## config.mk

```make
export PLATFORM = sky130hd
export DESIGN_NAME = fp_add_operand_stage_flat
export DESIGN_NICKNAME = d
export VERILOG_FILES = /design/src/rtl/fp_add_operand_stage_if.sv /design/src/rtl/fp_add_operand_stage.sv /design/src/flat_wrapper.sv
export SDC_FILE = /design/constraint.sdc
export NUM_CORES = 1
export LEC_CHECK = 0
export CAP_MARGIN = 20
export CORE_MARGIN = 2
export CORE_UTILIZATION = 24
export DETAILED_ROUTE_END_ITERATION = 8
export GPL_TIMING_DRIVEN = 0
export PLACE_DENSITY = 0.54
export SETUP_SLACK_MARGIN = 0.5
export SKIP_CTS_REPAIR_TIMING = 1
export SLEW_MARGIN = 10
export SYNTH_ARGS = -nofsm -noshare
export SYNTH_HDL_FRONTEND = slang
export SYNTH_SLANG_ARGS = --single-unit
```

## constraint.sdc

```tcl
create_clock -name clk -period 6.02 [get_ports clk]
set_clock_uncertainty 0.15 [all_clocks]
set_input_delay 0.903 -clock clk [delete_from_list [all_inputs] [get_ports clk]]
set_output_delay 0.903 -clock clk [all_outputs]
set_load 0.1 [all_outputs]
```

## src/rtl/fp_add_operand_stage_if.sv

```systemverilog
// Operand-stage bus: IEEE pair in from issue, classified pair out to the adder.
// master = issuing/consuming side, slave = the operand stage itself.
interface fp_add_operand_stage_if #(
  parameter int SIZE_IEEE      = 32,
  parameter int SIZE           = 34,
  parameter int SIZE_FLUSH_CNT = 16
);
  logic                      in_valid;
  logic                      in_ready;
  logic [SIZE_IEEE-1:0]      in_a;
  logic [SIZE_IEEE-1:0]      in_b;
  logic                      in_sub;
  logic [1:0]                in_conversion;
  logic                      out_valid;
  logic                      out_ready;
  logic [SIZE-1:0]           a_number_o;
  logic [SIZE-1:0]           b_number_o;
  logic                      sub_o;
  logic [1:0]                conversion_o;
  logic [SIZE_FLUSH_CNT-1:0] flush_cnt_o;

  modport master (
    output in_valid, in_a, in_b, in_sub, in_conversion, out_ready,
    input  in_ready, out_valid, a_number_o, b_number_o, sub_o, conversion_o, flush_cnt_o
  );

  modport slave (
    input  in_valid, in_a, in_b, in_sub, in_conversion, out_ready,
    output in_ready, out_valid, a_number_o, b_number_o, sub_o, conversion_o, flush_cnt_o
  );
endinterface

```

## src/rtl/fp_add_operand_stage.sv

```systemverilog
// Classifies IEEE operand pairs into {exc, s, e, f}, flushing denormals; 1-cycle latency.
// Two-entry skid buffer (M drives outputs, S catches a stalled accept); in_ready is registered.
module fp_add_operand_stage #(
  parameter int size_mantissa        = 24,
  parameter int size_exponent        = 8,
  parameter int size_exception_field = 2,
  parameter int size_flush_cnt       = 16
) (
  input  logic                  clk,
  input  logic                  rst_n,
  fp_add_operand_stage_if.slave bus
);
  localparam int size_ieee = size_exponent + size_mantissa;
  localparam int size      = size_mantissa + size_exponent + size_exception_field;
  localparam int size_frac = size_mantissa - 1;

  localparam logic [size_exception_field-1:0] zero          = 0;
  localparam logic [size_exception_field-1:0] normal_number = 1;
  localparam logic [size_exception_field-1:0] infinity      = 2;
  localparam logic [size_exception_field-1:0] NaN           = 3;

  typedef struct packed {
    logic [size-1:0] a;
    logic [size-1:0] b;
    logic            sub;
    logic [1:0]      conv;
  } pair_t;

  typedef enum logic [1:0] {EMPTY, ONE, FULL} state_t;

  function automatic logic [size-1:0] classify(input logic [size_ieee-1:0] w);
    logic [size_exponent-1:0] e;
    logic [size_frac-1:0]     f;
    e = w[size_ieee-2 -: size_exponent];
    f = w[size_frac-1:0];
    if (e == '0)
      classify = '0;
    else if (&e)
      classify = {(f == '0) ? infinity : NaN, w};
    else
      classify = {normal_number, w};
  endfunction

  function automatic logic is_denormal(input logic [size_ieee-1:0] w);
    is_denormal = (w[size_ieee-2 -: size_exponent] == '0) && (w[size_frac-1:0] != '0);
  endfunction

  state_t                    state_q;
  pair_t                     m_q, s_q;
  pair_t                     in_pair;
  logic                      out_valid_q, in_ready_q;
  logic [size_flush_cnt-1:0] flush_cnt_q, flush_cnt_d;
  logic [1:0]                n_flush;
  logic [size_flush_cnt:0]   flush_sum;
  logic                      accept;

  assign in_pair = {classify(bus.in_a), classify(bus.in_b), bus.in_sub, bus.in_conversion};
  assign accept  = bus.in_valid && in_ready_q;

  // Counter saturates: the carry out of the widened sum pins it at all-ones.
  assign n_flush     = {1'b0, is_denormal(bus.in_a)} + {1'b0, is_denormal(bus.in_b)};
  assign flush_sum   = {1'b0, flush_cnt_q} + {{(size_flush_cnt-1){1'b0}}, n_flush};
  assign flush_cnt_d = flush_sum[size_flush_cnt] ? '1 : flush_sum[size_flush_cnt-1:0];

  always_ff @(posedge clk or negedge rst_n) begin
    if (!rst_n) begin
      state_q     <= EMPTY;
      m_q         <= '0;
      s_q         <= '0;
      out_valid_q <= 1'b0;
      in_ready_q  <= 1'b1;
      flush_cnt_q <= '0;
    end else begin
      if (accept)
        flush_cnt_q <= flush_cnt_d;
      case (state_q)
        EMPTY: begin
          if (accept) begin
            m_q         <= in_pair;
            out_valid_q <= 1'b1;
            state_q     <= ONE;
          end
        end
        ONE: begin
          if (accept && bus.out_ready) begin
            m_q <= in_pair;
          end else if (accept) begin
            s_q        <= in_pair;
            in_ready_q <= 1'b0;
            state_q    <= FULL;
          end else if (bus.out_ready) begin
            out_valid_q <= 1'b0;
            state_q     <= EMPTY;
          end
        end
        FULL: begin
          // in_ready is low here, so the only event is M draining.
          if (bus.out_ready) begin
            m_q        <= s_q;
            in_ready_q <= 1'b1;
            state_q    <= ONE;
          end
        end
        default: begin
          out_valid_q <= 1'b0;
          in_ready_q  <= 1'b1;
          state_q     <= EMPTY;
        end
      endcase
    end
  end

  assign bus.in_ready     = in_ready_q;
  assign bus.out_valid    = out_valid_q;
  assign bus.a_number_o   = m_q.a;
  assign bus.b_number_o   = m_q.b;
  assign bus.sub_o        = m_q.sub;
  assign bus.conversion_o = m_q.conv;
  assign bus.flush_cnt_o  = flush_cnt_q;
endmodule

```

## src/flat_wrapper.sv

```systemverilog
// flat-port wrapper written by rule: the top's interface ports become plain ports
module fp_add_operand_stage_flat 
#(
  parameter int size_mantissa        = 24,
  parameter int size_exponent        = 8,
  parameter int size_exception_field = 2,
  parameter int size_flush_cnt       = 16
)
  (clk, rst_n, bus_in_valid, bus_in_a, bus_in_b, bus_in_sub, bus_in_conversion, bus_out_ready, bus_in_ready, bus_out_valid, bus_a_number_o, bus_b_number_o, bus_sub_o, bus_conversion_o, bus_flush_cnt_o);
  fp_add_operand_stage_if bus_i ();
  input  logic clk;
  input  logic rst_n;
  input wire logic [$bits(bus_i.in_valid)-1:0] bus_in_valid;
  input wire logic [$bits(bus_i.in_a)-1:0] bus_in_a;
  input wire logic [$bits(bus_i.in_b)-1:0] bus_in_b;
  input wire logic [$bits(bus_i.in_sub)-1:0] bus_in_sub;
  input wire logic [$bits(bus_i.in_conversion)-1:0] bus_in_conversion;
  input wire logic [$bits(bus_i.out_ready)-1:0] bus_out_ready;
  output wire logic [$bits(bus_i.in_ready)-1:0] bus_in_ready;
  output wire logic [$bits(bus_i.out_valid)-1:0] bus_out_valid;
  output wire logic [$bits(bus_i.a_number_o)-1:0] bus_a_number_o;
  output wire logic [$bits(bus_i.b_number_o)-1:0] bus_b_number_o;
  output wire logic [$bits(bus_i.sub_o)-1:0] bus_sub_o;
  output wire logic [$bits(bus_i.conversion_o)-1:0] bus_conversion_o;
  output wire logic [$bits(bus_i.flush_cnt_o)-1:0] bus_flush_cnt_o;
  assign bus_i.in_valid = bus_in_valid;
  assign bus_i.in_a = bus_in_a;
  assign bus_i.in_b = bus_in_b;
  assign bus_i.in_sub = bus_in_sub;
  assign bus_i.in_conversion = bus_in_conversion;
  assign bus_i.out_ready = bus_out_ready;
  assign bus_in_ready = bus_i.in_ready;
  assign bus_out_valid = bus_i.out_valid;
  assign bus_a_number_o = bus_i.a_number_o;
  assign bus_b_number_o = bus_i.b_number_o;
  assign bus_sub_o = bus_i.sub_o;
  assign bus_conversion_o = bus_i.conversion_o;
  assign bus_flush_cnt_o = bus_i.flush_cnt_o;
  fp_add_operand_stage #(.size_mantissa(size_mantissa), .size_exponent(size_exponent), .size_exception_field(size_exception_field), .size_flush_cnt(size_flush_cnt)) u_core (.clk(clk), .rst_n(rst_n), .bus(bus_i));
endmodule
```

==> results of run 1 <==
## metrics by stage
step / instance area, um^2 / utilization, % / power [uW] / cells / TNS (ps)
CTS: 10200 / 33.1 / 5400 / 1386 / 0
finish: 10200 / 33.1 / 5340 / 1386 / 0
global route: 10200 / 33.1 / 5550 / 1386 / 0
detailed placement: 9680 / 31.4 / 4340 / 1357 / 0
floorplan: 7560 / - / 3620 / 801 / 0
global placement: 9640 / 31.3 / 4320 / 1356 / -538590
## power by group through the flow
stage	Clock, uW	Combinational [uW]	Sequential, uW
after floorplan	0	277	3340
after global placement	0	2770	1550
after detailed placement	0	2790	1550
after CTS	1080	2790	1530
after global routing	1120	2870	1570
final	1040	2770	1530
## worst max path at each step
stage                            start                         end  slack (ps)  depth (start not counted)
after floorplan           bus_in_a[24]   u_core.bus.flush_cnt_o[8]        2230                         12
after global placement           rst_n  u_core.bus.flush_cnt_o[10]       -3360                          1
after detailed placement  bus_in_b[27]  u_core.bus.flush_cnt_o[14]        1020                         13
after CTS                 bus_in_b[27]  u_core.bus.flush_cnt_o[14]        1470                         13
after global routing      bus_in_b[28]  u_core.bus.flush_cnt_o[11]        1050                         13
final                     bus_in_b[28]  u_core.bus.flush_cnt_o[14]        1550                         13
## kinds of logic after synthesis
kind of cell | Yosys count
AND/OR/NAND/NOR | 352
AO/OA/AOI/OAI | 192
flip-flops | 162
buffers and inverters | 63
multiplexers | 25
XOR/XNOR | 5
adder cells (fa/ha/maj) | 2
## registers in the layout, indices dropped and copies added, names as in the netlist
signal,flops
u_core.state_q,2
u_core.bus.flush_cnt_o,16
u_core.bus.a_number_o,34
u_core.bus.conversion_o,2
u_core.bus.out_valid,1
u_core.bus.b_number_o,34
u_core.bus.sub_o,1
u_core.s_q,71
u_core.bus.in_ready,1
## per-layer routing
| layer | share of wire (%) | vias up | GRT usage, % |
|---|---|---|---|
| met4 | 1.6 | 0 | 4.16 |
| met1 | 49 | 3119 | 20.7 |
| met3 | 4.0 | 24 | 3.01 |
| li1 | - | 3114 | - |
| met5 | 0 | - | 0 |
| met2 | 46 | 147 | 23.4 |
## layout make-up
class                      count  area, um^2
clock inverter                 9        86.3
timing repair buffer         160        1620
buffer                        57         327
multi-input combinational    576        3150
inverter                       6        22.5
sequential                   162        4060
tap                          396         495
fill                        3136       20600
clock buffer                  20         457
## Yosys cell counts, drive strengths merged
library cell,count
a21oi,56
a221o,2
a31oi,71
and2,47
and3,3
and4,1
buf,34
clkbuf,23
dfrtp,161
dfstp,1
fa,1
ha,1
inv,6
mux2,24
mux2i,1
nand2,160
nand2b,3
nand3,8
nand4,9
nand4b,1
nor2,86
nor2b,3
nor3,8
nor4,18
o21ai,56
o21bai,2
o22ai,1
o31a,2
o31ai,1
o32ai,1
or2,3
or3,2
xnor2,4
xor2,1
## critical path, cell delays in order
cell,delay (ps)
clkdlybuf4s50_1,470
nor4_1,360
nand2_1,230
clkbuf_1,310
clkbuf_1,310
o21bai_1,300
fa_1,420
inv_1,70
ha_1,150
nand3_1,140
nor4_2,510
nand4_1,160
mux2_2,290
==> impl_metrics.py, run 1 <==
metrics = {
    "status": {
        "outcome": "finished clean",
    },
    "route": {
        "dr.pass1.iters": 5,
        "drt-initial-drc-count": 317,
        "ant_nets": 0,
        "wl_um": 24000,
        "drc": 0,
        "via_count": 6404,
        "avgViaCountPerCell": 4.62,
        "wl_per_cell_um": 17.3,
    },
    "synthesis": {
        "synth_area_leader_cell": "dfrtp_1",
        "synth_xor_area_share_pct": 0.579,
        "netlist-cell-type-count": 42,
        "synth_compound_area_share_pct": 15.0,
        "yosysSeqAreaShare_pct": 53.7,
        "synthMuxAreaShare_pct": 4.75,
        "synth_top_family_by_area": "simple AND/OR/NAND/NOR gates",
        "synthSimpleGateAreaFrac_pct": 21.0,
        "synth_top_area_share_pct": 53.3,
        "ys_warn_count": 0,
        "syn-num-nets": 874,
        "synthCells": 801,
        "synth_area_um2": 7560,
        "syn_area_per_cell_um2": 9.43,
        "synth_area_leaders": "dfrtp_1, nand2_1, a31oi_1",
        "synthAdderAreaFrac_pct": 0.430,
        "ys_ff_latch": 162,
    },
    "sta": {
        "setup_viol": 0,
        "timing.slew.headroom_pct": 30.3,
        "finalWorstSetupSlack_ps": 1550,
        "finalHoldWorstSlack_ps": 293,
        "rsz0062_at_grt": "no",
        "hold_viol_final": 0,
        "final_max_slew_viol_count": 0,
        "period_needed_ps": 4470,
        "tightest_slew_ps": 1040,
        "timing.fmax_ghz": 0.224,
        "fin_crit_sh_pct": 74.2,
    },
    "floorplan": {
        "core.rowCount": 64,
        "die-width_um": 181,
        "die_area_um2": 32900,
        "start_util_pct": 24.5,
        "io_pins": 160,
        "core_area_um2": 30800,
        "fp.dieH_um": 181,
    },
    "worst_setup_path": {
        "crit_fanout": 10,
        "cp-start-kind": "input port",
        "critPathRequiredTime_ps": 6180,
        "r2r-start": "u_core.bus.flush_cnt_o[0]",
        "timing_worst_setup_path_type": "in2reg",
        "r2r_cells": 8,
        "crit_path_end_kind": "register",
        "cp.arrival_ps": 4630,
        "r2r_slack_ps": 3550,
        "worstReg2RegEnd": "u_core.bus.flush_cnt_o[14]",
    },
    "place": {
        "gp_congestion": 0.771,
        "place_worst_setup_slack_ps": 1020,
        "portBuffers": 159,
        "dp.final_hpwl_um": 17100,
    },
    "power": {
        "netSwitchingPower_uw": 2780,
        "combPwrFrac_pct": 51.9,
        "switching_share_pct": 52.1,
        "seqPwrFrac_pct": 28.7,
        "power.clock.fraction_pct": 19.5,
        "p_int_uw": 2560,
        "vdd_drop_max_uv": 422,
        "p_leak_uw": 0.00448,
        "cellPowerDensity_nw_per_um2": 523,
    },
    "clock_network": {
        "cts_made_buffers": 17,
        "h-tree-depth": 4,
        "cts_sinks": 162,
        "clk_latency_ps": 420,
        "cts_max_path_buffers": 2,
        "clkSlewWorstSetupHoldPaths_ps": 70,
        "root_buffer": "clkbuf_16",
        "cts_tree": "done",
    },
    "finish": {
        "diodes": 0,
        "area_growth_pct": 35.2,
        "layout-drive-gt1-share_pct": 10.4,
        "layout_common_cells": "dfrtp_1, nand2_1, clkdlybuf4s50_1",
        "final_nets": 1053,
        "layout_commonest_cell": "dfrtp_1",
    },
    "worst_hold_path": {
        "hold_class": "in2async",
    },
    "global_routing": {
        "grt_pass1_wl_um": 38000,
        "grt_max_degree": 86,
        "grt_overflow": 0,
        "antenna_found_initial": 0,
        "grt_pass1_vias": 6555,
        "grt_usage_pct": 14.9,
    },
    "run": {
        "max_cap_viol_count": 0,
    },
}
Power figures use the tool's default switching activity.
==> run 2, diff against run 1 <==
Clock period 6.02 ns to 4.4 ns, I/O delays scaled along.
==> run 2 against run 1 <==
Net effect: register-to-register slack got worse by 1500 ps; core utilization up 0.37 points; sequential power up 37%; combinational power rose by 37%; clock-buffer cell count stayed put; routed wire length increased by 0.33%; die area unchanged; cell area up 1.1%; sequential share of layout area down 0.43 points; critical path depth unchanged; total power is 37% higher.
==> impl_metrics.py, run 2 (synthesized netlist as in run 1, its figures left out) <==
metrics = {
    "clock_network": {
        "clkSlewWorstSetupHoldPaths_ps": 70,
        "h-tree-depth": 4,
        "root_buffer": "clkbuf_16",
        "clk_latency_ps": 430,
        "cts_sinks": 162,
        "cts_max_path_buffers": 2,
        "cts_tree": "done",
        "cts_made_buffers": 17,
    },
    "sta": {
        "timing.slew.headroom_pct": 29.8,
        "finalSetupTns_ps": 0,
        "period_needed_ps": 3710,
        "timing.fmax_ghz": 0.270,
        "tightest_slew_ps": 1050,
        "hold_viol_final": 0,
        "finalWorstSetupSlack_ps": 694,
        "fin_crit_sh_pct": 84.2,
        "rsz0062_at_grt": "no",
        "setup_viol": 0,
        "final_max_slew_viol_count": 0,
    },
    "place": {
        "gp_congestion": 0.771,
        "place_area_um2": 9680,
        "dp.final_hpwl_um": 17100,
        "portBuffers": 159,
        "place_worst_setup_slack_ps": -354,
    },
    "worst_setup_path": {
        "crit_path_cell_trace": "clkdlybuf4s50_1 -> nor4_2 -> nand2_2 -> buf_6 -> clkbuf_4 -> o21bai_1 -> fa_1 -> inv_1 -> ha_1 -> nand3_2 -> or2_2 -> nor3_2 -> mux2_2",
        "cp.arrival_ps": 3870,
        "r2r_slack_ps": 2010,
        "path_buf_inv": 4,
        "timing_worst_setup_path_type": "in2reg",
        "crit_fanout": 10,
        "r2r-start": "u_core.bus.flush_cnt_o[0]",
        "slowest_delay_ps": 480,
        "cp-start-kind": "input port",
        "r2r_cells": 8,
        "slowest_stage": "clkdlybuf4s50_1",
        "critPathRequiredTime_ps": 4560,
        "worstReg2RegEnd": "u_core.bus.flush_cnt_o[8]",
        "cp_top_family": "simple AND/OR/NAND/NOR gates",
        "crit_path_end_kind": "register",
    },
    "floorplan": {
        "io_pins": 160,
        "core_area_um2": 30800,
        "start_util_pct": 24.5,
        "die_area_um2": 32900,
        "die-width_um": 181,
        "core.rowCount": 64,
        "fp.dieH_um": 181,
    },
    "route": {
        "wl_um": 24100,
        "drc": 0,
        "drt-initial-drc-count": 331,
        "wl_per_cell_um": 17.4,
        "avgViaCountPerCell": 4.64,
        "via_count": 6434,
        "ant_nets": 0,
        "dr.pass1.iters": 5,
    },
    "worst_hold_path": {
        "hold_class": "in2async",
    },
    "status": {
        "outcome": "finished clean",
    },
    "global_routing": {
        "grt_overflow": 0,
        "antenna_found_initial": 0,
        "grt_pass1_wl_um": 38000,
        "grt_usage_pct": 14.9,
        "grt_pass1_vias": 6555,
        "grt_max_degree": 86,
    },
    "power": {
        "cellPowerDensity_nw_per_um2": 708,
        "vdd_drop_max_uv": 577,
        "p_leak_uw": 0.00460,
    },
    "finish": {
        "layout-drive-gt1-share_pct": 11.9,
        "regMostFlops": "u_core.s_q",
        "fillCellCount": 3132,
        "final_nets": 1055,
        "area_growth_pct": 36.7,
        "layout_common_cells": "dfrtp_1, nand2_1, clkdlybuf4s50_1",
        "layout_commonest_cell": "dfrtp_1",
        "fin_area_um2": 10300,
        "largest_reg_flops": 71,
        "post-route-util_pct": 33.5,
        "diodes": 0,
    },
    "run": {
        "max_cap_viol_count": 0,
    },
}
[run 2: cell count changes in the layout (fill, tap and decap cells not counted), moves of 2 or more]
| cell | delta |
|---|---|
| nor4_2 | +2 |
| buf_4 | +3 |
| clkbuf_1 | -4 |
| nor4_4 | +2 |
| nand2_1 | -2 |
| nor4_1 | -4 |
| dlymetal6s2s_1 | +8 |
| nand2_2 | +2 |
| clkdlybuf4s50_1 | -8 |
[run 2: stage by stage]
stage | total power, uW | hold WS [ps] | instances
2_1_floorplan | 4950 | 214 | 801
3_3_place_gp | 5920 | 303 | 1356
3_5_place_dp | 5930 | 312 | 1357
4_1_cts | 7390 | 80.1 | 1386
5_1_grt | 7600 | 80.6 | 1388
6_report | 7310 | 51.4 | 1388
[run 2: layer usage]
layer,part of all wire (%),vias up,track usage [%]
met5,0,-,0
met4,1.5,0,4.16
met3,4.0,21,3.01
met2,46,156,23.4
met1,49,3143,20.7
li1,-,3114,-
[run 2: how the worst max path moves through the flow]
stage                                      end  cells past startpoint         start  slack, ps
finish               u_core.bus.flush_cnt_o[8]                     13  bus_in_a[28]        690
global route         u_core.bus.flush_cnt_o[8]                     13  bus_in_a[28]        490
detailed placement  u_core.bus.flush_cnt_o[14]                     13  bus_in_b[27]       -350
CTS                 u_core.bus.flush_cnt_o[14]                     13  bus_in_b[27]        100
floorplan            u_core.bus.flush_cnt_o[8]                     12  bus_in_a[24]        850
global placement    u_core.bus.flush_cnt_o[10]                      1         rst_n      -4730
[run 2: final cells by class]
type	count	area (um^2)	share of cell area [%]
clock inverter	9	86.3	0.836
inverter	6	22.5	0.218
tap	396	495	4.80
multi-input combinational	576	3210	31.1
sequential	162	4060	39.2
buffer	57	343	3.32
clock buffer	20	457	4.42
timing repair buffer	162	1660	16.1
[run 2: where the power goes]
part	total, uW	internal, uW	switching [uW]
sequential	2090	1870	222
combinational	3790	829	2960
clock	1420	799	626
==> run 3, diff against run 2 <==
Clock period 4.4 ns to 3.78 ns, I/O delays scaled along.
==> run 3 against run 2 <==
Net effect: register-to-register slack lost 530 ps; critical path depth is the same; via count grew 1.6%; combinational power grew 17%; die area is the same; largest cell class unchanged.
==> impl_metrics.py, run 3 (synthesized netlist as in run 1, its figures left out) <==
metrics = {
    "finish": {
        "area_growth_pct": 39.0,
        "regMostFlops": "u_core.s_q",
        "layout_common_cells": "dfrtp_1, nand2_1, clkdlybuf4s50_1",
        "final_nets": 1058,
        "fillCellCount": 3114,
        "fin_area_um2": 10500,
        "layout-drive-gt1-share_pct": 12.7,
        "layout_commonest_cell": "dfrtp_1",
        "largest_reg_flops": 71,
    },
    "power": {
        "total_power_uw": 8710,
        "cellPowerDensity_nw_per_um2": 829,
        "vdd_drop_max_uv": 818,
        "p_leak_uw": 0.00474,
    },
    "global_routing": {
        "antenna_found_initial": 3,
        "grt_overflow": 0,
        "grt_pass1_wl_um": 38100,
        "grt_pass1_vias": 6484,
        "grt_usage_pct": 14.9,
        "grt_max_degree": 62,
    },
    "sta": {
        "period_needed_ps": 3180,
        "fin_crit_sh_pct": 84.0,
        "tightest_slew_ps": 1060,
        "timing.slew.headroom_pct": 28.9,
        "rsz0062_at_grt": "no",
        "setup_viol": 0,
        "hold_viol_final": 0,
        "finalWorstSetupSlack_ps": 604,
        "final_max_slew_viol_count": 0,
        "timing.fmax_ghz": 0.315,
    },
    "route": {
        "wl_um": 24200,
        "via_count": 6539,
        "drt-initial-drc-count": 318,
        "dr.pass1.iters": 4,
        "wl_per_cell_um": 17.4,
        "ant_nets": 0,
        "avgViaCountPerCell": 4.69,
        "drc": 0,
    },
    "worst_setup_path": {
        "crit_path_cell_trace": "dlymetal6s2s_1 -> nor4_4 -> nand2_2 -> clkbuf_8 -> clkbuf_8 -> o21bai_1 -> fa_2 -> inv_1 -> ha_2 -> nand3_4 -> or2_4 -> nor3_2 -> mux2_2",
        "crit_path_frequent_cell": "clkbuf_8",
        "cp-start-kind": "input port",
        "timing_worst_setup_path_type": "in2reg",
        "crit_fanout": 10,
        "cp.arrival_ps": 3330,
        "slowest_delay_ps": 390,
        "slowest_stage": "fa_2",
        "crit_path_end_kind": "register",
        "critPathRequiredTime_ps": 3930,
    },
    "floorplan": {
        "io_pins": 160,
        "die-width_um": 181,
        "core_area_um2": 30800,
        "fp.dieH_um": 181,
        "die_area_um2": 32900,
        "start_util_pct": 24.5,
        "core.rowCount": 64,
    },
    "clock_network": {
        "cts_tree": "done",
        "h-tree-depth": 4,
        "clkSlewWorstSetupHoldPaths_ps": 70,
        "root_buffer": "clkbuf_16",
        "cts_max_path_buffers": 2,
        "cts_made_buffers": 17,
        "cts_sinks": 162,
        "clk_latency_ps": 430,
    },
    "place": {
        "place_worst_setup_slack_ps": -537,
        "dp.final_hpwl_um": 17300,
        "gp_congestion": 0.819,
        "place_area_um2": 9770,
        "portBuffers": 159,
    },
    "run": {
        "max_cap_viol_count": 0,
    },
    "status": {
        "outcome": "finished clean",
    },
    "worst_hold_path": {
        "hold_class": "reg2reg",
    },
}
==> run 3: cell count changes in the layout (fill, tap and decap cells not counted), moves of 2 or more <==
cell	delta
clkdlybuf4s50_1	-8
dlymetal6s2s_1	+8
inv_6	+6
inv_8	+3
clkinv_4	-2
clkinvlp_4	-2
==> run 3: path summary, 6_finish.rpt <==
kind                                      startpoint                        end  slack [ps]  cells after the start
setup / recovery                        bus_in_a[24]  u_core.bus.flush_cnt_o[8]         600                     13
hold / removal                        u_core.s_q[21]             u_core.s_q[21]         320                      2
setup reg to reg           u_core.bus.flush_cnt_o[0]  u_core.bus.flush_cnt_o[8]        1480                      8
hold reg to reg                       u_core.s_q[21]             u_core.s_q[21]         320                      2
max in group asynchronous                      rst_n        u_core.bus.in_ready        2020                      4
min in group asynchronous                      rst_n  u_core.bus.flush_cnt_o[7]         490                      2
==> run 3: final cells by class <==
cell class                 instances  area [um^2]  area share [%]
sequential                       162         4060            38.6
multi-input combinational        576         3250            31.0
timing repair buffer             165         1720            16.4
tap                              396          495            4.72
clock buffer                      17          425            4.05
buffer                            57          358            3.41
clock inverter                    15          170            1.62
inverter                           6         22.5           0.214
antenna                            1         2.50          0.0238
==> run 3: critical path: cells and delay by family <==
family                     cells  cell delay (ps)
muxes                          1              350
and+or+nand+nor                5             1010
adders and majority gates      2              580
AOI/OAI and AO/OA              1              190
buffers and inverters          4              630
==> run 3: routing by layer <==
layer  part of all wire, %  global-route usage (%)
met2                    45                    23.3
met4                  0.57                    2.57
met1                    49                    21.1
met5                  0.11                       0
met3                   5.0                    3.57
==> run 3: report_power, final <==
part | switching, uW | total (uW) | internal (uW)
registers | 268 | 2450 | 2180
clock network | 816 | 1810 | 999
logic | 3480 | 4450 | 968
total | 4560 | 8710 | 4150
==> run 3: per-stage QoR <==
stage / util (%) / setup TNS (ps) / hold WS, ps / instances
floorplan: - / 0 / 121 / 801
global placement: 31.5 / -857530 / 299 / 1356
detailed placement: 31.7 / -5740 / 312 / 1358
CTS: 33.6 / -220 / -105 / 1390
global route: 34.1 / 0 / 327 / 1395
finish: 34.1 / 0 / 324 / 1395
